**src/rtl/serial_add_seq.sv**
```systemverilog
// Bit-serial adder sequencer: streams operand bits LSB-first into an external full adder.
// Optional SERIAL_ADD_TICK_EN slows stepping to one step every TICK_DIV clocks.
module serial_add_seq #(
    parameter int          WIDTH    = 8,
    parameter logic [23:0] TICK_DIV = 24'd10_000_000
) (
    input  logic             i_clk,
    input  logic             i_rst,
    input  logic             i_start,
    input  logic [WIDTH-1:0] i_op_a,
    input  logic [WIDTH-1:0] i_op_b,
    input  logic             i_cin_init,
    output logic             o_fa_a,
    output logic             o_fa_b,
    output logic             o_fa_cin,
    input  logic             i_fa_sum,
    input  logic             i_fa_cout,
    output logic             o_busy,
    output logic             o_done,
    output logic [WIDTH-1:0] o_result,
    output logic             o_carry_out,
    output logic [4:0]       o_bit_idx
);

    typedef enum logic [1:0] {S_IDLE = 2'd0, S_RUN = 2'd1, S_DONE = 2'd2} state_t;

    state_t           r_state;
    logic [WIDTH-1:0] r_a;
    logic [WIDTH-1:0] r_b;
    logic             r_c;
    logic             r_fa_a;
    logic             r_fa_b;
    logic             r_fa_cin;
    logic             r_busy;
    logic             r_done;
    logic [WIDTH-1:0] r_result;
    logic             r_carry_out;
    logic [4:0]       r_bit_idx;

    logic             w_step;
    logic             w_last;
    logic [WIDTH-1:0] w_a_next;
    logic [WIDTH-1:0] w_b_next;
    logic [WIDTH-1:0] w_result_next;

`ifdef SERIAL_ADD_TICK_EN
    logic [23:0] r_tick;

    assign w_step = (r_state == S_RUN) && (r_tick == (TICK_DIV - 24'd1));

    // Tick prescaler: counts RUN cycles and wraps on each step edge.
    always_ff @(posedge i_clk) begin
        if (i_rst) begin
            r_tick <= 24'd0;
        end else if (r_state == S_IDLE) begin
            r_tick <= 24'd0;
        end else if (r_state == S_RUN) begin
            if (w_step) begin
                r_tick <= 24'd0;
            end else begin
                r_tick <= r_tick + 24'd1;
            end
        end else begin
            r_tick <= r_tick;
        end
    end
`else
    logic w_unused_tick_div;

    assign w_unused_tick_div = ^TICK_DIV;
    assign w_step            = (r_state == S_RUN);
`endif

    assign w_last = (r_bit_idx == 5'(WIDTH - 1));

    // Next-value shifts; written generically so WIDTH=1 needs no special slicing.
    always_comb begin
        w_a_next                 = r_a >> 1;
        w_b_next                 = r_b >> 1;
        w_result_next            = r_result >> 1;
        w_result_next[WIDTH-1]   = i_fa_sum;
    end

    // Sequencer FSM with all datapath registers and registered outputs.
    always_ff @(posedge i_clk) begin
        if (i_rst) begin
            r_state     <= S_IDLE;
            r_a         <= '0;
            r_b         <= '0;
            r_c         <= 1'b0;
            r_fa_a      <= 1'b0;
            r_fa_b      <= 1'b0;
            r_fa_cin    <= 1'b0;
            r_busy      <= 1'b0;
            r_done      <= 1'b0;
            r_result    <= '0;
            r_carry_out <= 1'b0;
            r_bit_idx   <= 5'd0;
        end else begin
            case (r_state)
                S_IDLE: begin
                    r_done <= 1'b0;
                    if (i_start) begin
                        r_a         <= i_op_a;
                        r_b         <= i_op_b;
                        r_c         <= i_cin_init;
                        r_fa_a      <= i_op_a[0];
                        r_fa_b      <= i_op_b[0];
                        r_fa_cin    <= i_cin_init;
                        r_result    <= '0;
                        r_carry_out <= 1'b0;
                        r_bit_idx   <= 5'd0;
                        r_busy      <= 1'b1;
                        r_state     <= S_RUN;
                    end else begin
                        r_state <= S_IDLE;
                    end
                end
                S_RUN: begin
                    if (w_step) begin
                        r_a       <= w_a_next;
                        r_b       <= w_b_next;
                        r_c       <= i_fa_cout;
                        r_result  <= w_result_next;
                        r_bit_idx <= r_bit_idx + 5'd1;
                        if (w_last) begin
                            // Adder inputs go quiet as soon as RUN ends.
                            r_carry_out <= i_fa_cout;
                            r_fa_a      <= 1'b0;
                            r_fa_b      <= 1'b0;
                            r_fa_cin    <= 1'b0;
                            r_busy      <= 1'b0;
                            r_done      <= 1'b1;
                            r_state     <= S_DONE;
                        end else begin
                            r_fa_a   <= w_a_next[0];
                            r_fa_b   <= w_b_next[0];
                            r_fa_cin <= i_fa_cout;
                        end
                    end else begin
                        r_state <= S_RUN;
                    end
                end
                S_DONE: begin
                    r_done  <= 1'b0;
                    r_state <= S_IDLE;
                end
                default: begin
                    r_state <= S_IDLE;
                end
            endcase
        end
    end

    assign o_fa_a      = r_fa_a;
    assign o_fa_b      = r_fa_b;
    assign o_fa_cin    = r_fa_cin;
    assign o_busy      = r_busy;
    assign o_done      = r_done;
    assign o_result    = r_result;
    assign o_carry_out = r_carry_out;
    assign o_bit_idx   = r_bit_idx;

endmodule

```
**config.mk**
```make
export PLATFORM = sky130hd
export DESIGN_NAME = serial_add_seq
export DESIGN_NICKNAME = d
export VERILOG_FILES = /design/src/rtl/serial_add_seq.sv
export SDC_FILE = /design/constraint.sdc
export NUM_CORES = 1
export LEC_CHECK = 0
export ABC_AREA = 1
export CELL_PAD_IN_SITES_DETAIL_PLACEMENT = 0
export CELL_PAD_IN_SITES_GLOBAL_PLACEMENT = 1
export CORE_UTILIZATION = 35
export DETAILED_ROUTE_END_ITERATION = 8
export GPL_TIMING_DRIVEN = 0
export PLACE_DENSITY = 0.79
export SYNTH_ARGS = -nofsm -noshare
export SYNTH_HDL_FRONTEND = slang
export SYNTH_SLANG_ARGS = --single-unit
```
**constraint.sdc**
```tcl
create_clock -name i_clk -period 2.45 [get_ports i_clk]
set_input_delay 0.3675 -clock i_clk [delete_from_list [all_inputs] [get_ports i_clk]]
set_output_delay 0.3675 -clock i_clk [all_outputs]
set_load 0.03 [all_outputs]
```
# Yosys cells after proc, flatten, opt, wreduce, memory -nomap -nowiden
# Cells that the tools add are included.
[classes]
add_sub_neg = 1
eq_ne = 5
mux = 28
n_reduce_logical = 7
[op_table]
columns = ["operator", "n"]
rows = [
  ["one-hot mux 8 bit (2 select lines)", 3],
  ["2-to-1 mux 8 bit", 3],
  ["2-to-1 mux 1 bit", 12],
  ["one-hot mux 1 bit (2 select lines)", 6],
  ["one-hot mux 5 bit (2 select lines)", 1],
  ["adder 5 x 1 -> 5 bit, second input constant", 1],
  ["== test 5 x 3 -> 1 bit, second input constant", 1],
  ["2-to-1 mux 5 bit", 1],
  ["one-hot mux 2 bit (2 select lines)", 1],
  ["AND reduction 2 bit", 2],
  ["nonzero test 2 bit", 2],
  ["AND reduction 3 bit", 1],
  ["== test 2 x 1 -> 1 bit, second input constant", 1],
  ["== test 2 bit, second input constant", 1],
  ["zero test 2 bit", 1],
  ["2-to-1 mux 2 bit", 1],
  ["inequality test 2 x 1 -> 1 bit, second input constant", 1],
  ["inequality test 2 bit, second input constant", 1],
  ["OR reduction 2 bit", 1],
]
[totals]
reg_bits = 37
inputBits = 22

# Longest topological paths before layout
[logic_depth]
word_depth = 4
ltp_mapped = 8
depth_no_buf = 8

# Worst setup path after synthesis
# Ideal clock, no wire load.
[synth_path]
kind = "flip-flop to flip-flop"
from = "register r_bit_idx[0], in the netlist o_bit_idx[0]"
to = "register r_busy, in the netlist o_busy"
setup_time_ps = 132
t_arrival_ps = 1247
t_required_ps = 2318
slack_ps = 1071
path_stages_with_launch = 9
path_buffers = 0
path_cell_list = "dfxtp_1 ha_1 nand2_1 inv_1 nand2_1 nand2_1 nand2_1 nand2_1 a21oi_1"
[synth_via]
elab_chain_len = 3
[synth_rtl]
columns = ["item", "line", "rtl"]
rows = [
  ["from (decl)", "38", "logic [4:0] r_bit_idx;"],
  ["from (signal assigned)", "125", "r_bit_idx <= r_bit_idx + 5'd1;"],
  ["== test 5 x 3 -> 1 bit", "74", "assign w_last = (r_bit_idx == 5'(WIDTH - 1));"],
  ["inequality test 2 x 1 -> 1 bit (no line)", "--", ""],
  ["AND reduction 3 bit (no line)", "--", ""],
  ["to (signal assigned)", "94", "r_busy <= 1'b0;"],
  ["to (signal assigned)", "113", "r_busy <= 1'b1;"],
  ["to (signal assigned)", "132", "r_busy <= 1'b0;"],
  ["to (decl)", "34", "logic r_busy;"],
]
# Every way passes these cells.
# A chain may end at the register's enable or synchronous reset.

# Final worst setup path
[layout_path]
from = "register r_bit_idx[0], in the netlist o_bit_idx[0]"
to = "output port o_bit_idx[0]"
[layout_lines]
columns = ["item", "line", "rtl"]
rows = [
  ["to (decl)", "22", "output logic [4:0] o_bit_idx"],
]
# No word-level cell between the ends.

==> flow_summary.yaml <==
job:
  cap_violations: 0
yosys:
  ys_warn_count: 0
  synth_nets: 211
  synth_cell_type_count: 20
  netlist_area_um2: 1390
  seq_area_frac_synth: 0.506
  syn_avg_cell_area_um2: 7.37
  synth.most_common_cell: "nand2_1"
  synth_ff_type: "dfxtp_1"
  synth_edf_count: 0
  async_flop_share: 0
  synth_area_leaders: "dfxtp_1, nand2_1, nand3_1, a21oi_1, o21ai_0"
  synthTopCellsByCount: "nand2_1, dfxtp_1, nand3_1"
  synth_top_area_cell: "dfxtp_1"
  netlist.area_leader.share: 0.506
  ys_ff_latch: 35
  synth_cells: 188
timing:
  tightest_slew_ns: 0.484
  period_minus_slack_ns: 1.76
  max_freq_mhz: 568
  tns_ns: 0
  setup_viol: 0
  skew_ns: 0.00557
  setup_slack_ns: 0.691
  rsz0062_at_grt: "false"
  maxSlewViolCount: 0
  min_period_over_period: 0.718
  finalHoldViolCount: 0
  relSlewSlack: 0.677
clock_network:
  clockBufferDepth: 2
  clkSlewWorstSetupHoldPaths_ns: 0.07
  cts_buffers: 5
  cts_hold_buf: 0
  clock-root-buffer: "clkbuf_8"
  post-cts-setup-buffer-count: 0
  clk-insertion-delay-late_ns: 0.28
  cts_resized: 0
  cts.sinks: 35
  cts_tree: "done"
  cts.htree.levels: 2
finish:
  diodes: 0
  syn_to_final_growth_pct: 39.6
  layoutNonFillerInstCount: 283
  fin_nets: 258
  drive_above_1_share: 0.0723
placement:
  dpl_worst_slack_ns: 0.493
  gp_congestion: 0.774
  placed_cells_incl_taps: 276
  post-dp-hpwl_mm: 2.66
  numPortBuffers: 40
worst_hold_path:
  hold_path_class: "flip-flop to flip-flop"
  holdCritStartpoint: "r_b[7]$_SDFFE_PP0P_"
routing:
  drc_errors: 0
  drtIter0Drc: 103
  via_count: 1390
  wire_per_inst_um: 12.5
  viasPerCell: 4.91
  first_pass_iters: 5
  drt-total-wl_mm: 3.53
  ant_nets: 0
grt:
  grt.overflow.total: 0
  grt_max_degree: 11
  grt_pass1_vias: 1348
  grt_first_pass_wirelength_mm: 6.09
  track_usage: 0.194
  antenna_found_initial: 0
setup_path:
  r2r-start: "r_state[1]$_SDFFE_PP0P_"
  max_stage_delay_ns: 0.70
  critPathArrivalTime_ns: 1.39
  path_cells: "clkdlybuf4s50_1"
  cp_max_fo: 5
  critical_path.startpoint: "o_bit_idx[0]$_SDFFE_PP0P_"
  crit_path_end_kind: "output port"
  path_buf_inv: 1
  critPathTopFamily: "buffers and inverters"
  crit_type: "flip-flop to output port"
  required_ns: 2.08
  worstSetupStartpointType: "flip-flop"
  slowest_stage: "clkdlybuf4s50_1"
die:
  io_pins: 41
  dieArea_um2: 4210
  fp-row-count: 22
  die_width_um: 64.9
  start_util: 0.373
  die_height_um: 64.9
  fp.coreArea_um2: 3720
pwr:
  peakVddDrop_v: 0.000350
  leakagePower_nw: 0.784
  power_density_nw_per_um2: 625
outcome:
  outcome: "complete, no violations"
## registers in the layout (all words and copies together) (netlist names)
| register | flops |
|---|---|
| o_bit_idx | 5 |
| o_busy | 1 |
| o_carry_out | 1 |
| o_done | 1 |
| o_fa_a | 1 |
| o_fa_b | 1 |
| o_fa_cin | 1 |
| o_result | 8 |
| r_a | 7 |
| r_b | 7 |
| r_state | 2 |
## cell usage in the layout (no fill, tap or decap), drive strengths merged
cell type | synthesis | final
nand2 | 68 | 68
clkdlybuf4s50 | 0 | 40
dfxtp | 35 | 35
nand3 | 16 | 16
inv | 14 | 14
a21oi | 12 | 12
o21ai | 10 | 10
clkbuf | 3 | 9
nor2 | 7 | 7
a31oi | 6 | 6
o22ai | 6 | 6
buf | 6 | 6
a31o | 1 | 1
or2 | 1 | 1
nor3 | 1 | 1
a22oi | 1 | 1
ha | 1 | 1
clkinv | 0 | 1
## logic make-up after synthesis
kind of cell | after synthesis | share of synthesized area
and+or+nand+nor | 93 | 0.273
DFF | 35 | 0.506
AOI/OAI and AO/OA | 36 | 0.145
adders and majority gates | 1 | 0.00903
buffers and inverters | 23 | 0.0668
## worst register-to-register path, stage by stage, from the launching register on
cell,delay (ns)
dfxtp_1,0.35
inv_2,0.04
nand2_1,0.27
nand2_2,0.17
inv_2,0.13
buf_2,0.25
nand2_1,0.08
a31oi_1,0.13
## layout make-up
class	instances	area, um2
repair buffers	40	400
plain buffers	9	40.0
clock inverters	1	5.00
well taps	48	60.1
multi-input cells	130	592
flip-flops and latches	35	701
inverters	14	52.6
clock buffers	6	82.6
fillers	390	1780
## worst paths after layout
path / slack (ns) / cells after the start / to
max reg2reg: 0.95 / 7 / r_b[3]$_SDFFE_PP0P_
min: 0.47 / 2 / r_b[7]$_SDFFE_PP0P_
min reg2reg: 0.47 / 2 / r_b[7]$_SDFFE_PP0P_
max: 0.69 / 1 / o_bit_idx[0]
## stage by stage
stage | cell area, um2 | utilization | hold WS [ns] | power (mW)
after global placement | 1850 | 0.497 | 0.457 | 0.803
after CTS | 1930 | 0.520 | 0.468 | 1.22
after detailed placement | 1850 | 0.497 | 0.458 | 0.807
after global routing | 1930 | 0.520 | 0.499 | 1.27
final | 1930 | 0.520 | 0.465 | 1.21
after floorplan | 1390 | - | 0.437 | 0.722
## power breakdown
group,internal (mW),switching [mW]
Combinational,0.0785,0.103
Clock,0.220,0.195
Sequential,0.596,0.0165
## routing by layer
metal	wire length, um	track usage	share of wire
met4	47	0.100	0.013
met2	1610	0.296	0.46
met1	1650	0.249	0.47
met3	222	0.0493	0.063
met5	0	0	0
No activity file was read; power rests on OpenSTA's default activity.
